File: src/rtl/simplebus_pkg.sv
// Shared constants and state encoding for the simplebus host.
package simplebus_pkg;

    localparam logic [7:0] BUS_IDLE      = 8'h00;
    localparam logic [7:0] CMD_READ      = 8'h02;
    localparam logic [7:0] CMD_WRITE     = 8'h03;
    localparam logic [7:0] CMD_READ_ACK  = 8'h82;
    localparam logic [7:0] CMD_WRITE_ACK = 8'h83;

    localparam int unsigned ADDR_BYTES = 4;
    localparam int unsigned DATA_BYTES = 8;

    typedef enum logic [3:0] {
        ST_IDLE,
        ST_TX_CMD,
        ST_TX_ADDR,
        ST_TX_SEL,
        ST_TX_DATA,
        ST_WAIT_RSP,
        ST_RX_DATA,
        ST_DONE,
        ST_ERR
    } state_e;

endpackage

File: src/rtl/simplebus_beat.sv
// Bus beat generator: phase bit / bus clock, tx/rx strobes and the registered
// output byte with its odd parity.
module simplebus_beat
    import simplebus_pkg::*;
(
    input  logic       clk,
    input  logic       rst,
    input  logic [7:0] tx_byte_i,
    output logic       tx_strobe_o,
    output logic       rx_strobe_o,
    output logic       bus_clk_o,
    output logic [7:0] bus_o,
    output logic       bus_pty_o
);

    logic       ph_q;
    logic [7:0] bus_q;

    always_ff @(posedge clk) begin
        if (rst) begin
            ph_q  <= 1'b0;
            bus_q <= BUS_IDLE;
        end else begin
            ph_q <= ~ph_q;
            // ph high now means this edge takes it 1->0: the bus update edge
            if (ph_q) begin
                bus_q <= tx_byte_i;
            end
        end
    end

    assign tx_strobe_o = ph_q;
    assign rx_strobe_o = ~ph_q;
    assign bus_clk_o   = ph_q;
    assign bus_o       = bus_q;
    assign bus_pty_o   = ~^bus_q;

endmodule

File: src/rtl/simplebus_host.sv
// Wishbone-to-simplebus master. Optional input parity checking is enabled by
// defining SIMPLEBUS_PARITY_CHECK_EN.
module simplebus_host
    import simplebus_pkg::*;
#(
    parameter int unsigned TIMEOUT_BEATS = 255
) (
    input  logic        clk,
    input  logic        rst,
    input  logic [28:0] wb_adr_i,
    input  logic [63:0] wb_dat_i,
    input  logic [7:0]  wb_sel_i,
    input  logic        wb_we_i,
    input  logic        wb_cyc_i,
    input  logic        wb_stb_i,
    output logic [63:0] wb_dat_o,
    output logic        wb_ack_o,
    output logic        wb_stall_o,
    output logic        ext_bus_clk,
    output logic [7:0]  ext_bus_out,
    output logic        ext_bus_pty_out,
    input  logic [7:0]  ext_bus_in,
    input  logic        ext_bus_pty_in,
    output logic        err_o
);

    localparam int unsigned CW = ($clog2(TIMEOUT_BEATS + 1) > 8) ? $clog2(TIMEOUT_BEATS + 1) : 8;
    localparam logic [CW-1:0] TO_LAST = CW'(TIMEOUT_BEATS - 1);

    state_e        state_q, state_d;
    logic [3:0]    idx_q, idx_d;
    logic [CW-1:0] cnt_q, cnt_d;
    logic [31:0]   adr_q, adr_d;
    logic [63:0]   wdat_q, wdat_d;
    logic [63:0]   rdat_q, rdat_d;
    logic [7:0]    sel_q, sel_d;
    logic          we_q, we_d;
    logic          err_q, err_d;
    logic [7:0]    tx_byte;
    logic          tx_stb, rx_stb;
    logic          rx_bad;

`ifdef SIMPLEBUS_PARITY_CHECK_EN
    assign rx_bad = (ext_bus_pty_in != ~^ext_bus_in);
`else
    logic unused_pty;
    assign unused_pty = ext_bus_pty_in;
    assign rx_bad     = 1'b0;
`endif

    simplebus_beat u_beat (
        .clk         (clk),
        .rst         (rst),
        .tx_byte_i   (tx_byte),
        .tx_strobe_o (tx_stb),
        .rx_strobe_o (rx_stb),
        .bus_clk_o   (ext_bus_clk),
        .bus_o       (ext_bus_out),
        .bus_pty_o   (ext_bus_pty_out)
    );

    always_ff @(posedge clk) begin
        if (rst) begin
            state_q <= ST_IDLE;
            idx_q   <= '0;
            cnt_q   <= '0;
            adr_q   <= '0;
            wdat_q  <= '0;
            rdat_q  <= '0;
            sel_q   <= '0;
            we_q    <= 1'b0;
            err_q   <= 1'b0;
        end else begin
            state_q <= state_d;
            idx_q   <= idx_d;
            cnt_q   <= cnt_d;
            adr_q   <= adr_d;
            wdat_q  <= wdat_d;
            rdat_q  <= rdat_d;
            sel_q   <= sel_d;
            we_q    <= we_d;
            err_q   <= err_d;
        end
    end

    // Each TX state presents its byte on a tx strobe and advances in the same cycle.
    always_comb begin
        state_d = state_q;
        idx_d   = idx_q;
        cnt_d   = cnt_q;
        adr_d   = adr_q;
        wdat_d  = wdat_q;
        rdat_d  = rdat_q;
        sel_d   = sel_q;
        we_d    = we_q;
        err_d   = err_q;
        tx_byte = BUS_IDLE;
        unique case (state_q)
            ST_IDLE: begin
                if (wb_cyc_i && wb_stb_i) begin
                    adr_d   = {wb_adr_i, 3'b000};
                    wdat_d  = wb_dat_i;
                    sel_d   = wb_sel_i;
                    we_d    = wb_we_i;
                    state_d = ST_TX_CMD;
                end
            end
            ST_TX_CMD: begin
                if (tx_stb) begin
                    tx_byte = we_q ? CMD_WRITE : CMD_READ;
                    idx_d   = '0;
                    state_d = ST_TX_ADDR;
                end
            end
            ST_TX_ADDR: begin
                if (tx_stb) begin
                    tx_byte = adr_q[7:0];
                    adr_d   = adr_q >> 8;
                    idx_d   = idx_q + 4'd1;
                    if (idx_q == 4'(ADDR_BYTES - 1)) begin
                        idx_d   = '0;
                        cnt_d   = '0;
                        state_d = we_q ? ST_TX_SEL : ST_WAIT_RSP;
                    end
                end
            end
            ST_TX_SEL: begin
                if (tx_stb) begin
                    tx_byte = sel_q;
                    idx_d   = '0;
                    state_d = ST_TX_DATA;
                end
            end
            ST_TX_DATA: begin
                if (tx_stb) begin
                    tx_byte = wdat_q[7:0];
                    wdat_d  = wdat_q >> 8;
                    idx_d   = idx_q + 4'd1;
                    if (idx_q == 4'(DATA_BYTES - 1)) begin
                        idx_d   = '0;
                        cnt_d   = '0;
                        state_d = ST_WAIT_RSP;
                    end
                end
            end
            ST_WAIT_RSP: begin
                if (rx_stb) begin
                    if (rx_bad) begin
                        state_d = ST_ERR;
                    end else if (ext_bus_in == BUS_IDLE) begin
                        if (cnt_q >= TO_LAST) begin
                            state_d = ST_ERR;
                        end else if (cnt_q != '1) begin
                            cnt_d = cnt_q + CW'(1);
                        end
                    end else if (ext_bus_in == (we_q ? CMD_WRITE_ACK : CMD_READ_ACK)) begin
                        idx_d   = '0;
                        state_d = we_q ? ST_DONE : ST_RX_DATA;
                    end else begin
                        state_d = ST_ERR;
                    end
                end
            end
            ST_RX_DATA: begin
                if (rx_stb) begin
                    if (rx_bad) begin
                        state_d = ST_ERR;
                    end else begin
                        rdat_d = {ext_bus_in, rdat_q[63:8]};
                        idx_d  = idx_q + 4'd1;
                        if (idx_q == 4'(DATA_BYTES - 1)) begin
                            state_d = ST_DONE;
                        end
                    end
                end
            end
            ST_DONE: state_d = ST_IDLE;
            ST_ERR:  state_d = ST_IDLE;
            default: state_d = ST_IDLE;
        endcase
        if (state_d == ST_ERR) begin
            err_d = 1'b1;
        end
    end

    assign wb_ack_o   = (state_q == ST_DONE) || (state_q == ST_ERR);
    assign wb_dat_o   = (state_q == ST_ERR) ? '1 : rdat_q;
    assign wb_stall_o = (state_q != ST_IDLE);
    assign err_o      = err_q;

endmodule
File: config.mk
export PLATFORM = sky130hd
export DESIGN_NAME = simplebus_host
export DESIGN_NICKNAME = d
export VERILOG_FILES = /design/src/rtl/simplebus_pkg.sv /design/src/rtl/simplebus_beat.sv /design/src/rtl/simplebus_host.sv
export SDC_FILE = /design/constraint.sdc
export NUM_CORES = 1
export LEC_CHECK = 0
export CAP_MARGIN = 20
export CORE_AREA = 2 2 158 145
export DETAILED_ROUTE_END_ITERATION = 16
export DIE_AREA = 0 0 160 147
export PLACE_DENSITY = 0.68
export REMOVE_ABC_BUFFERS = 1
export SYNTH_ARGS = -nofsm -noshare
export SYNTH_HDL_FRONTEND = slang
export SYNTH_SLANG_ARGS = --single-unit
File: constraint.sdc
create_clock -name clk -period 3.8 [get_ports clk]
set_clock_uncertainty 0.15 [all_clocks]
set_input_delay 0.57 -clock clk [delete_from_list [all_inputs] [get_ports clk]]
set_output_delay 0.57 -clock clk [all_outputs]
set_load 0.005 [all_outputs]
==> flow_metrics.tcl <==
set metrics [dict create \
    status "completed" \
    p_leak_nw 3.95 \
    setup_viol 0 \
    synthCells 1024 \
    netlist_top_cells_area "dfxtp_1 (45%), mux2i_1 (9.2%), nand2_1 (7.3%)" \
    num_antenna_cells 0 \
    grt_pass1_vias 6842 \
    cts_made_buffers 17 \
    ys_seq_area_share_pct 45.2 \
    synthArstFlopShare_pct 0 \
    grt.total_usage_pct 18.2 \
    grt_start_max_net_pins 81 \
    num_rows 52 \
    syn_area_per_cell_um2 8.44 \
    post-route-min-period_ns 3.03 \
    fmax_mhz 331 \
    grt_first_pass_wirelength_um 35100 \
    ys.flop_type "dfxtp_1" \
    seqCellArea_um2 3900 \
    vias 7538 \
    yosysWarnings 0 \
    multi_input_area_um2 4410 \
    rsz0062_at_grt "no" \
    cap_violations 0 \
    path_max_fanout 64 \
    ant_nets 0 \
    area_growth_pct 32.2 \
    hold_class "flop to flop" \
    viasPerCell 5.08 \
    ir_drop_mv 0.271 \
    die-area_um2 23500 \
    cts_tree "yes" \
    postCtsSetupRepairBufs 0 \
    fin_hold_ws_ns 0.300 \
    nNetsFinal 1291 \
    pin_count 192 \
    synth-edff-count 0 \
    gp_congestion 0.785 \
    die_x_um 160 \
    cts_root_buf "clkbuf_16" \
    synth.top_cell.area_share_pct 45.2 \
    firstDrtPassIters 5 \
    grt-ovfl-total 0 \
    initial_core_util_pct 39.3 \
    antenna_found_initial 0 \
    worst_pin_slew_ns 0.972 \
    critical_path_arrival_ns 2.31 \
    post_cts_resized 0 \
    die_h_um 147 \
    n_fill_cell 2136 \
    dp.final_hpwl_um 14900 \
    htree_levels 4 \
    core-area_um2 22000 \
    p_total_w 0.00452 \
    cts_buffer_depth 2 \
    synthesis.area_um2 8640 \
    port_buffers 190 \
    crit_required_ns 3.08 \
    synth_seq_cells 195 \
    clock-sinks 195 \
    routed_wl_um 21800 \
    clock_latency_ns 0.42 \
    setup.worst_path.start_class "flop" \
    synth_top_cell_by_area "dfxtp_1" \
    slew_headroom_pct 35.2 \
    drt-initial-drc-count 377 \
    wl_per_cell_um 14.7 \
    criticalPathCategory "flop to output pin" \
    clk_pin_slew_ns 0.07 \
    drc_errors 0 \
    drive_above_1_share_pct 9.53 \
    slew_viol_final 0 \
    synthDistinctLibCells 53 \
    endpoint_kind "output pin" \
    power_density_nw_per_um2 396 \
    period_share_pct 79.6 \
    cts_hold_buf 0 \
    timing_hold_violations_final 0 \
]
cell type report:
| type | instances | area share [%] |
|---|---|---|
| Multi-Input combinational cell | 738 | 38.6 |
| Clock inverter | 11 | 1.33 |
| Clock buffer | 21 | 3.94 |
| Timing Repair Buffer | 212 | 18.4 |
| Tap cell | 297 | 3.25 |
| Sequential cell | 195 | 34.2 |
| Inverter | 9 | 0.296 |
report_power, final:
group | leakage [nW] | internal [W] | total [W] | switching (W)
Combinational | 2.07 | 0.000244 | 0.000477 | 0.000232
Clock | 0.292 | 0.00106 | 0.00185 | 0.000789
Sequential | 1.59 | 0.00214 | 0.00219 | 0.0000562
layout by cell type, fill, tap and decap left out, drive strengths merged, types with 5 or more instances in the layout:
master / count
a22oi: 16
o21ai: 19
nor3: 8
a222oi: 6
xnor2: 9
inv: 12
a21oi: 93
buf: 23
nand2: 167
clkbuf: 21
nand2b: 7
nor4: 5
dfxtp: 195
nand3: 9
nor2: 111
o31ai: 5
mux2i: 79
or4: 5
a211oi: 80
or2: 64
a32oi: 6
clkdlybuf4s50: 189
routing by layer:
layer / global-route usage (%) / vias to the layer above / part of all wire [%]
met4: 4.73 / 0 / 1.0
met2: 28.6 / 214 / 45
met3: 6.13 / 18 / 7.8
met1: 24.2 / 3407 / 46
met5: 0 / - / 0
li1: - / 3899 / -
Yosys cell counts (6+ instances only):
master	n
o21ai_0	18
clkbuf_1	56
nand2_1	167
nand2b_1	7
xnor2_1	9
nor3_1	8
buf_1	12
nand3_1	9
buf_2	13
a211oi_1	79
or2_1	15
a22oi_1	16
dfxtp_1	195
mux2i_1	79
inv_1	9
a222oi_1	6
nor2_1	111
or2_2	49
a21oi_1	93
registers in the layout, indices dropped and copies added, names as in the netlist, 4 cells and up:
register      count
idx_q             4
sel_q             8
u_beat.bus_o      8
adr_q            32
state_q           4
wdat_q           64
rdat_q           64
cnt_q             8
critical path, cell delays in order, from the launching register on:
cell,delay (ns)
dfxtp_1,0.42
nor4_2,0.50
buf_12,0.28
or2_1,0.15
clkdlybuf4s50_1,0.51
cell families after synthesis:
group	after synthesis	share of synthesized area, %
AOI/OAI and AO/OA	246	18.8
xor gates and xnor gates	11	1.12
adders and majority gates	3	0.434
buffers and inverters	91	4.23
DFF	195	45.2
muxes	79	9.15
and+or+nand+nor	399	21.1
worst paths after layout:
path / startpoint / to / slack [ns] / cells after the start
setup / recovery: state_q[2] / wb_dat_o[44] / 0.77 / 4
hold / removal: rdat_q[6] / rdat_q[6] / 0.30 / 2
setup reg to reg: state_q[3] / wdat_q[14] / 0.99 / 7
hold reg to reg: rdat_q[6] / rdat_q[6] / 0.30 / 2
through the flow:
step | instances | instance area [µm²] | utilization (%) | TNS (ns) | setup WS [ns]
after floorplan | 942 | 8310 | - | -466.81 | -5.66
after global placement | 1450 | 10800 | 49.2 | 0 | 0.926
after detailed placement | 1450 | 10800 | 49.2 | 0 | 0.910
after CTS | 1482 | 11400 | 51.9 | 0 | 0.767
after global routing | 1483 | 11400 | 51.9 | 0 | 0.615
final | 1483 | 11400 | 51.9 | 0 | 0.775
Power figures use the tool's default switching activity.
